`config.mk`:
```
export PLATFORM = sky130hd
export DESIGN_NAME = ser_lane_sequencer
export DESIGN_NICKNAME = d
export VERILOG_FILES = /design/src/rtl/ser_seq_pkg.sv /design/src/rtl/ser_seq_lane_mux.sv /design/src/rtl/ser_lane_sequencer.sv
export SDC_FILE = /design/constraint.sdc
export NUM_CORES = 1
export LEC_CHECK = 0
export BUFFER_PORTS_ARGS = -buffer_cell sky130_fd_sc_hd__buf_4
export CORE_UTILIZATION = 30
export CTS_BUF_LIST = sky130_fd_sc_hd__clkbuf_8 sky130_fd_sc_hd__clkbuf_16
export DETAILED_ROUTE_END_ITERATION = 10
export PLACE_DENSITY = 0.63
export SYNTH_ARGS = -nofsm -noshare
export SYNTH_HDL_FRONTEND = slang
export SYNTH_SLANG_ARGS = --single-unit
```
`constraint.sdc`:
```
create_clock -name CLK -period 4.1 [get_ports CLK]
set_input_delay 0.205 -clock CLK [delete_from_list [all_inputs] [get_ports CLK]]
set_output_delay 0.205 -clock CLK [all_outputs]
set_load 0.005 [all_outputs]
```
`src/rtl/ser_seq_pkg.sv`:
```
// Shared state encoding, serializer select codes and default patterns
// for the serializer lane sequencer.
package ser_seq_pkg;

   typedef enum logic [2:0] {
      ST_IDLE   = 3'd0,
      ST_SETTLE = 3'd1,
      ST_CLKPAT = 3'd2,
      ST_PRBS   = 3'd3,
      ST_SYNC   = 3'd4,
      ST_RUN    = 3'd5
   } seq_state_t;

   localparam logic [1:0] SEL_CLK  = 2'b00;
   localparam logic [1:0] SEL_DATA = 2'b01;
   localparam logic [1:0] SEL_PRBS = 2'b10;
   localparam logic [1:0] SEL_LOW  = 2'b11;

   localparam logic [19:0] DEF_SYNC_WORD = 20'hAF0F5;
   localparam logic [19:0] DEF_IDLE_WORD = 20'h55555;

   // Select code driven on an enabled lane in the given state.
   function automatic logic [1:0] sel_for_state(input seq_state_t st);
      logic [1:0] sel;
      case (st)
         ST_CLKPAT:       sel = SEL_CLK;
         ST_PRBS:         sel = SEL_PRBS;
         ST_SYNC, ST_RUN: sel = SEL_DATA;
         default:         sel = SEL_LOW;
      endcase
      return sel;
   endfunction

endpackage

```
`src/rtl/ser_seq_lane_mux.sv`:
```
// One serializer lane: word mux (data/sync/idle/zero) plus the registered
// enable, select, ready and word outputs, all loaded from next-cycle state.
module ser_seq_lane_mux
   import ser_seq_pkg::*;
#(
   parameter int                WORD_W    = 20,
   parameter logic [WORD_W-1:0] SYNC_WORD = DEF_SYNC_WORD,
   parameter logic [WORD_W-1:0] IDLE_WORD = DEF_IDLE_WORD
) (
   input  logic              clk,
   input  logic              rst,
   input  logic              lane_on,
   input  seq_state_t        state,
   input  seq_state_t        next_state,
   input  logic              slot_zero,
   input  logic              next_slot_zero,
   input  logic [WORD_W-1:0] data_in,
   input  logic              data_valid,
   output logic              data_ready,
   output logic [WORD_W-1:0] data_ser,
   output logic              en_lane,
   output logic [1:0]        sel
);

   logic              ready_d;
   logic              en_d;
   logic [1:0]        sel_d;
   logic [WORD_W-1:0] word_d;

   // Each RUN slot's word leaves one cycle after the slot itself, the same
   // latency as accepted data; the first RUN cycle therefore carries filler.
   always_comb begin
      ready_d = 1'b0;
      en_d    = 1'b0;
      sel_d   = SEL_LOW;
      word_d  = {WORD_W{1'b0}};
      if (lane_on && (next_state != ST_IDLE)) begin
         en_d    = 1'b1;
         sel_d   = sel_for_state(next_state);
         ready_d = (next_state == ST_RUN) && !next_slot_zero;
         if (next_state == ST_SYNC) begin
            word_d = SYNC_WORD;
         end else if (next_state == ST_RUN) begin
            if (state != ST_RUN) begin
               word_d = IDLE_WORD;
            end else if (slot_zero) begin
               word_d = SYNC_WORD;
            end else if (data_valid && data_ready) begin
               word_d = data_in;
            end else begin
               word_d = IDLE_WORD;
            end
         end else begin
            word_d = {WORD_W{1'b0}};
         end
      end else begin
         en_d = 1'b0;
      end
   end

   // Lane output registers.
   always_ff @(posedge clk or posedge rst) begin
      if (rst) begin
         data_ready <= 1'b0;
         data_ser   <= {WORD_W{1'b0}};
         en_lane    <= 1'b0;
         sel        <= SEL_LOW;
      end else begin
         data_ready <= ready_d;
         data_ser   <= word_d;
         en_lane    <= en_d;
         sel        <= sel_d;
      end
   end

endmodule

```
`src/rtl/ser_lane_sequencer.sv`:
```
// Bring-up and run-mode sequencer for the four-lane 20:1 serializer:
// FSM, phase counter, run-mode slot counter and the per-lane muxes.
module ser_lane_sequencer
   import ser_seq_pkg::*;
#(
   parameter int                NUM_LANES     = 4,
   parameter int                WORD_W        = 20,
   parameter int                SETTLE_WORDS  = 16,
   parameter int                CLKPAT_WORDS  = 64,
   parameter int                PRBS_WORDS    = 1024,
   parameter int                SYNC_WORDS    = 32,
   parameter int                SYNC_INTERVAL = 32,
   parameter logic [WORD_W-1:0] SYNC_WORD     = DEF_SYNC_WORD,
   parameter logic [WORD_W-1:0] IDLE_WORD     = DEF_IDLE_WORD
) (
   input  logic                        CLK,
   input  logic                        RST,
   input  logic [NUM_LANES-1:0]        CFG_EN_LANE,
   input  logic                        CFG_START,
   input  logic                        CFG_STOP,
   input  logic [NUM_LANES*WORD_W-1:0] DATA_IN,
   input  logic [NUM_LANES-1:0]        DATA_VALID,
   output logic [NUM_LANES-1:0]        DATA_READY,
   output logic [NUM_LANES*WORD_W-1:0] DATA_SER,
   output logic [NUM_LANES-1:0]        EN_LANE,
   output logic [2*NUM_LANES-1:0]      SER_SEL_OUT,
   output logic                        LANES_UP,
   output logic [2:0]                  STATE
);

   localparam int MAX_A   = (SETTLE_WORDS > CLKPAT_WORDS) ? SETTLE_WORDS : CLKPAT_WORDS;
   localparam int MAX_B   = (PRBS_WORDS > SYNC_WORDS) ? PRBS_WORDS : SYNC_WORDS;
   localparam int MAX_LEN = (MAX_A > MAX_B) ? MAX_A : MAX_B;
   localparam int PHASE_W = ($clog2(MAX_LEN) < 1) ? 1 : $clog2(MAX_LEN);
   localparam int SLOT_W  = ($clog2(SYNC_INTERVAL) < 1) ? 1 : $clog2(SYNC_INTERVAL);

   localparam logic [PHASE_W-1:0] SETTLE_LAST = PHASE_W'(SETTLE_WORDS - 1);
   localparam logic [PHASE_W-1:0] CLKPAT_LAST = PHASE_W'(CLKPAT_WORDS - 1);
   localparam logic [PHASE_W-1:0] PRBS_LAST   = PHASE_W'(PRBS_WORDS - 1);
   localparam logic [PHASE_W-1:0] SYNC_LAST   = PHASE_W'(SYNC_WORDS - 1);
   localparam logic [SLOT_W-1:0]  SLOT_LAST   = SLOT_W'(SYNC_INTERVAL - 1);

   seq_state_t           state;
   seq_state_t           next_state;
   logic [PHASE_W-1:0]   phase;
   logic [PHASE_W-1:0]   next_phase;
   logic [SLOT_W-1:0]    slot;
   logic [SLOT_W-1:0]    next_slot;
   logic [NUM_LANES-1:0] lane_mask;
   logic [NUM_LANES-1:0] next_mask;
   logic                 start_ok;
   logic                 lanes_up;

   // Next-state, phase, slot and lane-mask logic; STOP overrides everything.
   always_comb begin
      next_state = state;
      start_ok   = 1'b0;
      case (state)
         ST_IDLE: begin
            if (CFG_START && (CFG_EN_LANE != {NUM_LANES{1'b0}})) begin
               next_state = ST_SETTLE;
               start_ok   = 1'b1;
            end else begin
               next_state = ST_IDLE;
            end
         end
         ST_SETTLE: next_state = (phase == SETTLE_LAST) ? ST_CLKPAT : ST_SETTLE;
         ST_CLKPAT: next_state = (phase == CLKPAT_LAST) ? ST_PRBS   : ST_CLKPAT;
         ST_PRBS:   next_state = (phase == PRBS_LAST)   ? ST_SYNC   : ST_PRBS;
         ST_SYNC:   next_state = (phase == SYNC_LAST)   ? ST_RUN    : ST_SYNC;
         ST_RUN:    next_state = ST_RUN;
         default:   next_state = ST_IDLE;
      endcase
      if (CFG_STOP) begin
         next_state = ST_IDLE;
         start_ok   = 1'b0;
      end else begin
         start_ok   = start_ok;
      end

      if (CFG_STOP) begin
         next_mask = {NUM_LANES{1'b0}};
      end else if (start_ok) begin
         next_mask = CFG_EN_LANE;
      end else begin
         next_mask = lane_mask;
      end

      if ((next_state != state) || (state == ST_IDLE) || (state == ST_RUN)) begin
         next_phase = {PHASE_W{1'b0}};
      end else begin
         next_phase = phase + 1'b1;
      end

      // The slot counter is shared by all lanes so sync slots stay aligned.
      if ((next_state == ST_RUN) && (state == ST_RUN)) begin
         next_slot = (slot == SLOT_LAST) ? {SLOT_W{1'b0}} : slot + 1'b1;
      end else begin
         next_slot = {SLOT_W{1'b0}};
      end
   end

   // State, counters and mask registers.
   always_ff @(posedge CLK or posedge RST) begin
      if (RST) begin
         state     <= ST_IDLE;
         phase     <= {PHASE_W{1'b0}};
         slot      <= {SLOT_W{1'b0}};
         lane_mask <= {NUM_LANES{1'b0}};
         lanes_up  <= 1'b0;
      end else begin
         state     <= next_state;
         phase     <= next_phase;
         slot      <= next_slot;
         lane_mask <= next_mask;
         lanes_up  <= (next_state == ST_RUN);
      end
   end

   assign STATE    = state;
   assign LANES_UP = lanes_up;

   for (genvar i = 0; i < NUM_LANES; i++) begin : g_lane
      ser_seq_lane_mux #(
         .WORD_W    (WORD_W),
         .SYNC_WORD (SYNC_WORD),
         .IDLE_WORD (IDLE_WORD)
      ) u_lane (
         .clk            (CLK),
         .rst            (RST),
         .lane_on        (next_mask[i]),
         .state          (state),
         .next_state     (next_state),
         .slot_zero      (slot == {SLOT_W{1'b0}}),
         .next_slot_zero (next_slot == {SLOT_W{1'b0}}),
         .data_in        (DATA_IN[i*WORD_W +: WORD_W]),
         .data_valid     (DATA_VALID[i]),
         .data_ready     (DATA_READY[i]),
         .data_ser       (DATA_SER[i*WORD_W +: WORD_W]),
         .en_lane        (EN_LANE[i]),
         .sel            (SER_SEL_OUT[2*i +: 2])
      );
   end

endmodule

```
After elaboration in Yosys (flattened, before gate mapping)
Cells that the tools add are included.
{ "totals": {"ff_bits": 119, "output_inout_bits": 100, "mem_count": 0, "latchBits": 0, "rom_bits": 0, "ramBits": 0} }
{ "op_classes": {"mul": 0, "n_addsub": 2, "mux": 52, "div_mod_pow": 0, "n_shift": 0, "order_cmp": 0, "n_bitwise": 0, "reduce_logical": 20, "n_eq_ne": 16} }
{ "op_table": {"columns": ["operator", "count"], "rows": [
  ["2-to-1 mux 20 bit", 24],
  ["case mux 3 bit (6 select lines)", 1],
  ["2-to-1 mux 1 bit", 14],
  ["equality test 3 x 2 -> 1 bit, second input constant", 4],
  ["equality test 3 bit, second input constant", 4],
  ["logical AND 1 bit", 11],
  ["adder 10 x 1 -> 10 bit, second input constant", 1],
  ["equality test 10 bit, second input constant", 1],
  ["equality test 10 x 4 -> 1 bit, second input constant", 1],
  ["equality test 10 x 5 -> 1 bit, second input constant", 1],
  ["equality test 10 x 6 -> 1 bit, second input constant", 1],
  ["logical NOT 5 bit", 2],
  ["2-to-1 mux 10 bit", 1],
  ["2-to-1 mux 2 bit", 5],
  ["2-to-1 mux 5 bit", 2],
  ["2-to-1 mux 4 bit", 2],
  ["2-to-1 mux 3 bit", 2],
  ["case mux 2 bit (3 select lines)", 1],
  ["adder 5 x 1 -> 5 bit, second input constant", 1],
  ["equality test 5 bit, second input constant", 1],
  ["nonzero test 4 bit", 1],
  ["equality test 3 x 1 -> 1 bit, second input constant", 1],
  ["logical NOT 3 bit", 1],
  ["inequality test 3 bit", 1],
  ["5 further kinds", 6]
]} }

Longest topological paths before layout
{ "logic_depth": {"word_depth": 12, "depth_mapped": 10, "ltp_nobuf": 9} }

Hierarchy
Synthesis repeated with hierarchy kept, for this count alone.
{ "unflattened": {"cells_unflattened": 420, "hier_area_um2": 4954.8} }
{ "by_module_without_submodules": {"columns": ["module", "area_per_inst_um2", "instances", "cells_each"], "rows": [
  ["ser_seq_lane_mux", 928.4, 4, 74],
  ["ser_lane_sequencer", 1241.2, 1, 124]
]} }

Worst setup path before layout
Ideal clock, no wire load.
{ "synth_path": {"path_kind": "reg2reg", "from": "register phase[0]", "to": "register g_lane[0].u_lane.sel[1]", "stages_incl_launch_ff": 11, "t_arrival_ps": 2357, "slack_ps": 1646, "setup_time_ps": 97, "path_cell_list": "dfrtp_1 > ha_1 > nand4_2 > or4_1 > buf_4 > and2_1 > nor2_2 > inv_1 > ha_1 > nor2b_1 > nand4_1"} }
{ "synth_via": {"elab_chain_cells": 8, "word_cells_on_any_way": 19, "cone_classes": "eq/ne: 8; mux: 8; reduce/logical: 3"} }
{ "synth_lines": {"columns": ["element", "line_no", "source"], "rows": [
  ["start: declaration", "ser_lane_sequencer.sv:45", "logic [PHASE_W-1:0] phase;"],
  ["start signal: assignment", "ser_lane_sequencer.sv:107", "phase <= {PHASE_W{1'b0}};"],
  ["start signal: assignment", "ser_lane_sequencer.sv:113", "phase <= next_phase;"],
  ["equality test 10 bit *", "ser_lane_sequencer.sv:69", "ST_PRBS: next_state = (phase == PRBS_LAST) ? ST_SYNC : ST_PRBS;"],
  ["2-to-1 mux 3 bit *", "ser_lane_sequencer.sv:69", null],
  ["case mux 3 bit (6 select lines) *", "ser_lane_sequencer.sv:58", "case (state)"],
  ["2-to-1 mux 3 bit *", "ser_lane_sequencer.sv:74", "if (CFG_STOP) begin"],
  ["net g_lane[0].u_lane.next_state[2]", "ser_seq_lane_mux.sv:14", "input seq_state_t next_state,"],
  ["equality test 3 bit", "ser_seq_pkg.sv:25", "case (st)"],
  ["OR reduction 2 bit", "ser_seq_pkg.sv:25", null],
  ["case mux 2 bit (3 select lines)", "ser_seq_pkg.sv:25", null],
  ["2-to-1 mux 2 bit *", "ser_seq_lane_mux.sv:37", "if (lane_on && (next_state != ST_IDLE)) begin"],
  ["net g_lane[0].u_lane.sel_d[1]", "ser_seq_lane_mux.sv:27", "logic [1:0] sel_d;"],
  ["end signal: assignment", "ser_seq_lane_mux.sv:72", "sel <= sel_d;"],
  ["end: declaration", "ser_seq_lane_mux.sv:22", "output logic [1:0] sel"]
]} }
The timed path passes the listed nets; every way through them passes the cells marked *.

Worst setup path after layout
{ "layout_path": {"from": "register state[1] (netlist: STATE[1])", "to": "register g_lane[2].u_lane.data_ser[7]"} }
{ "layout_via": {"elab_chain_cells": 7, "word_cells_on_any_way": 21, "cone_classes": "eq/ne: 8; mux: 10; reduce/logical: 3"} }
{ "layout_lines": {"columns": ["element", "line_no", "source"], "rows": [
  ["start: declaration", "ser_lane_sequencer.sv:43", "seq_state_t state;"],
  ["start signal: assignment", "ser_lane_sequencer.sv:112", "state <= next_state;"],
  ["logical NOT 3 bit", "ser_lane_sequencer.sv:58", null],
  ["2-to-1 mux 1 bit", "ser_lane_sequencer.sv:58", null],
  ["2-to-1 mux 1 bit", "ser_lane_sequencer.sv:74", null],
  ["2-to-1 mux 4 bit", "ser_lane_sequencer.sv:83", "end else if (start_ok) begin"],
  ["2-to-1 mux 4 bit", "ser_lane_sequencer.sv:81", "if (CFG_STOP) begin"],
  ["net g_lane[2].u_lane.lane_on", "ser_seq_lane_mux.sv:12", "input logic lane_on,"],
  ["logical AND 1 bit", "ser_seq_lane_mux.sv:37", null],
  ["2-to-1 mux 20 bit", "ser_seq_lane_mux.sv:37", null],
  ["net g_lane[2].u_lane.word_d[7]", "ser_seq_lane_mux.sv:28", "logic [WORD_W-1:0] word_d;"],
  ["end signal: assignment", "ser_seq_lane_mux.sv:65", "data_ser <= {WORD_W{1'b0}};"],
  ["end signal: assignment", "ser_seq_lane_mux.sv:70", "data_ser <= word_d;"],
  ["end: declaration", "ser_seq_lane_mux.sv:20", "output logic [WORD_W-1:0] data_ser,"]
]} }
The timed path passes the listed nets, and every way through them passes these cells.

==> flow_metrics.py <==
metrics = {
    "timing": {
        "post-route-period-util_pct": 72.8,
        "tns_ns": 0,
        "max-slew-margin-rel_pct": 31.4,
        "layout_setup_ws_ns": 1.11,
        "tightest_slew_ns": 1.02,
        "period_needed_ns": 2.99,
        "max_clock_freq_mhz": 335,
        "rsz0062_at_grt": "false",
        "setup-violations-final": 0,
        "maxSlewViolCount": 0,
        "finClkSkew_ns": 0.00780,
        "hold_viol": 0,
    },
    "critical_path": {
        "worstPathRequired_ns": 4.39,
        "r2r-start": "STATE[1]$_DFF_PP0_",
        "start_kind": "flop",
        "worstPathMaxFanout": 16,
        "rrSetupSlack_ns": 1.11,
        "r2r-end": "g_lane[2].u_lane.data_ser[7]$_DFF_PP0_",
        "critPathKind": "flop to flop",
        "cp.arrival_ns": 3.28,
        "reg2reg_depth": 5,
        "end_kind": "flop",
    },
    "route": {
        "wl_per_cell_um": 16.2,
        "drtPass1Iterations": 6,
        "drt_wl_total_um": 14000,
        "vias": 4104,
        "drtAntennaViolNets": 0,
        "viasPerCell": 4.76,
        "drc": 0,
        "drt_iter0_drc": 264,
    },
    "power": {
        "leakagePower_uw": 0.00370,
        "cellPowerDensity_nw_per_um2": 410,
        "ir_drop_v": 0.000259,
    },
    "finish": {
        "diodes": 0,
        "fin_area_sq_um": 7240,
        "drive_above_1_share_pct": 38.2,
        "fillCellCount": 1524,
        "syn_to_final_growth_pct": 46.4,
        "final_cells": 863,
        "seq_area_sq_um": 2990,
        "multi_input_area_sq_um": 1800,
        "num-nets-final": 731,
    },
    "grt": {
        "grt.overflow.total": 0,
        "grt_pass1_wl_um": 21100,
        "antenna_found_initial": 0,
        "first_global_vias": 4105,
        "grt_usage_pct": 16.8,
        "grt_max_degree": 54,
    },
    "cts": {
        "clk_latency_ns": 0.40,
        "clk_pin_slew_ns": 0.05,
        "clockRootBuffer": "clkbuf_16",
        "cts_made_buffers": 17,
        "cts_buffer_depth": 2,
        "cts.sinks": 119,
        "cts_tree": "built",
        "cts_max_level": 4,
        "post_cts_buffers": 0,
    },
    "logic_synthesis": {
        "seq_area_frac_synth_pct": 60.4,
        "synth_xor_area_share_pct": 1.95,
        "synth_simple_gate_area_share_pct": 16.3,
        "synth.area.mux_share_pct": 0.202,
        "synthAdderAreaFrac_pct": 1.27,
        "ys_ff_latch": 119,
        "synth_enable_flop_cells": 0,
        "syn_area_sq_um": 4940,
        "yosys-top-cells-area": "dfrtp_1, o21ai_0, dfstp_2, a21oi_1, o21a_1",
        "synth_top_family_by_area": "compound AO/OA/AOI/OAI gates",
        "yosys_warnings": 0,
        "syn_inst": 444,
        "ys.flop_type": "dfrtp_1",
        "synth_cell_types": 47,
        "syn_avg_cell_area_sq_um": 11.1,
        "yosysTopAreaCell": "dfrtp_1",
        "synth_top_area_share_pct": 56.2,
        "synth_compound_area_share_pct": 16.6,
        "syn_nets": 541,
        "async_reset_ff_share_pct": 100,
    },
    "floorplanning": {
        "io-pin-count": 192,
        "coreArea_sq_um": 16000,
        "initial_core_util_pct": 30.9,
        "die_h_um": 130,
        "die_area_sq_um": 17000,
        "floorplan.die.width_um": 130,
        "rows": 46,
    },
    "place": {
        "dpl_cell_area_sq_um": 6550,
        "gp_congestion": 0.870,
        "io_buffers": 191,
        "pre_cts_ws_ns": 1.19,
        "post-dp-hpwl_um": 10600,
        "dp.cells": 828,
    },
    "min_path": {
        "hp-class": "primary input to flop",
        "worstHoldPathCells": 2,
        "hp-start": "DATA_IN[0]",
        "holdPathEnd": "g_lane[0].u_lane.data_ser[0]$_DFF_PP0_",
    },
    "outcome": {
        "outcome": "complete, no violations",
    },
    "job": {
        "max_cap_viol_count": 0,
    },
}
layer usage:
metal  global-route usage (%)  wire [um]
met1                     19.5       5580
met5                        0          0
met2                     28.4       6890
met3                     5.17       1180
met4                     7.71        364
flip-flops by register name, indices dropped and copies added (netlist names):
| signal | cells |
|---|---|
| phase | 10 |
| g_lane.u_lane.en_lane | 4 |
| g_lane.u_lane.data_ser | 80 |
| slot | 5 |
| g_lane.u_lane.sel | 8 |
| LANES_UP | 1 |
| STATE | 3 |
| g_lane.u_lane.data_ready | 4 |
| lane_mask | 4 |
cell usage in the layout, fill, tap and decap left out, drive strengths merged, types with 9 or more instances in the layout:
cell,count
clkbuf,21
nand4,9
a21oi,41
dfrtp,111
o21ai,46
o21a,24
and3,25
nor2,27
nand2,31
buf,195
and2,10
worst max path at each step:
stage	from	to	slack, ns
after detailed placement	phase[0]$_DFF_PP0_	g_lane[0].u_lane.sel[1]$_DFF_PP1_	1.19
final	STATE[1]$_DFF_PP0_	g_lane[2].u_lane.data_ser[7]$_DFF_PP0_	1.11
after CTS	phase[0]$_DFF_PP0_	g_lane[0].u_lane.sel[1]$_DFF_PP1_	1.17
after global placement	STATE[1]$_DFF_PP0_	g_lane[2].u_lane.data_ser[7]$_DFF_PP0_	1.28
after global routing	STATE[1]$_DFF_PP0_	g_lane[2].u_lane.data_ser[7]$_DFF_PP0_	0.88
after floorplan	RST	LANES_UP$_DFF_PP0_	0.75
power by group:
group	switching [uW]	internal (uW)	leakage, uW
combinational	74.3	74.0	0.00173
clock	498	1130	0.000333
sequential	5.40	1180	0.00163
total	578	2390	0.00370
synth_stat cells, types with 8 or more instances:
cell and instances:
nand2_1 31, dfstp_2 8, nor2_1 26, dfrtp_1 111, buf_4 9, nor3_1 8
and3_1 25, clkbuf_1 13, nand2b_1 8, o21a_1 24, a21oi_1 41, o21ai_0 45
and2_1 10, nand4_1 8
cell type report:
| cell class | count | area share, % |
|---|---|---|
| well taps | 216 | 3.73 |
| multi-input cells | 293 | 24.9 |
| clock buffers | 21 | 6.64 |
| clock inverters | 11 | 2.47 |
| flip-flops and latches | 119 | 41.3 |
| repair buffers | 198 | 20.6 |
| inverters | 5 | 0.294 |
worst max-delay path, cell delays in order (launching register included):
cell	delay (ns)
dfrtp_1	0.53
nor4b_1	0.94
nand2_1	0.31
a21oi_1	0.54
nand2_1	0.24
o21ai_0	0.31
per-stage QoR:
stage	utilization [%]	total power, uW	hold WS, ns
finish	45.2	2970	0.0173
detailed placement	40.9	1350	0.162
global route	45.2	3080	0.00403
CTS	45.2	3010	0.00113
floorplan	-	1260	0.336
global placement	40.9	1350	0.159
cells by family (layout without fill, tap and decap cells):
group | count (synthesis) | count (layout)
simple gates | 148 | 148
flops | 119 | 119
xor+xnor | 11 | 11
buf+inv | 32 | 235
compound gates | 128 | 128
fa+ha+maj | 5 | 5
mux | 1 | 1
timing repair:
action	in CTS	in global routing
hold buffers	3	0
resized for setup	0	0
hold endpoints to repair	20	0
Power figures use the tool's default switching activity.
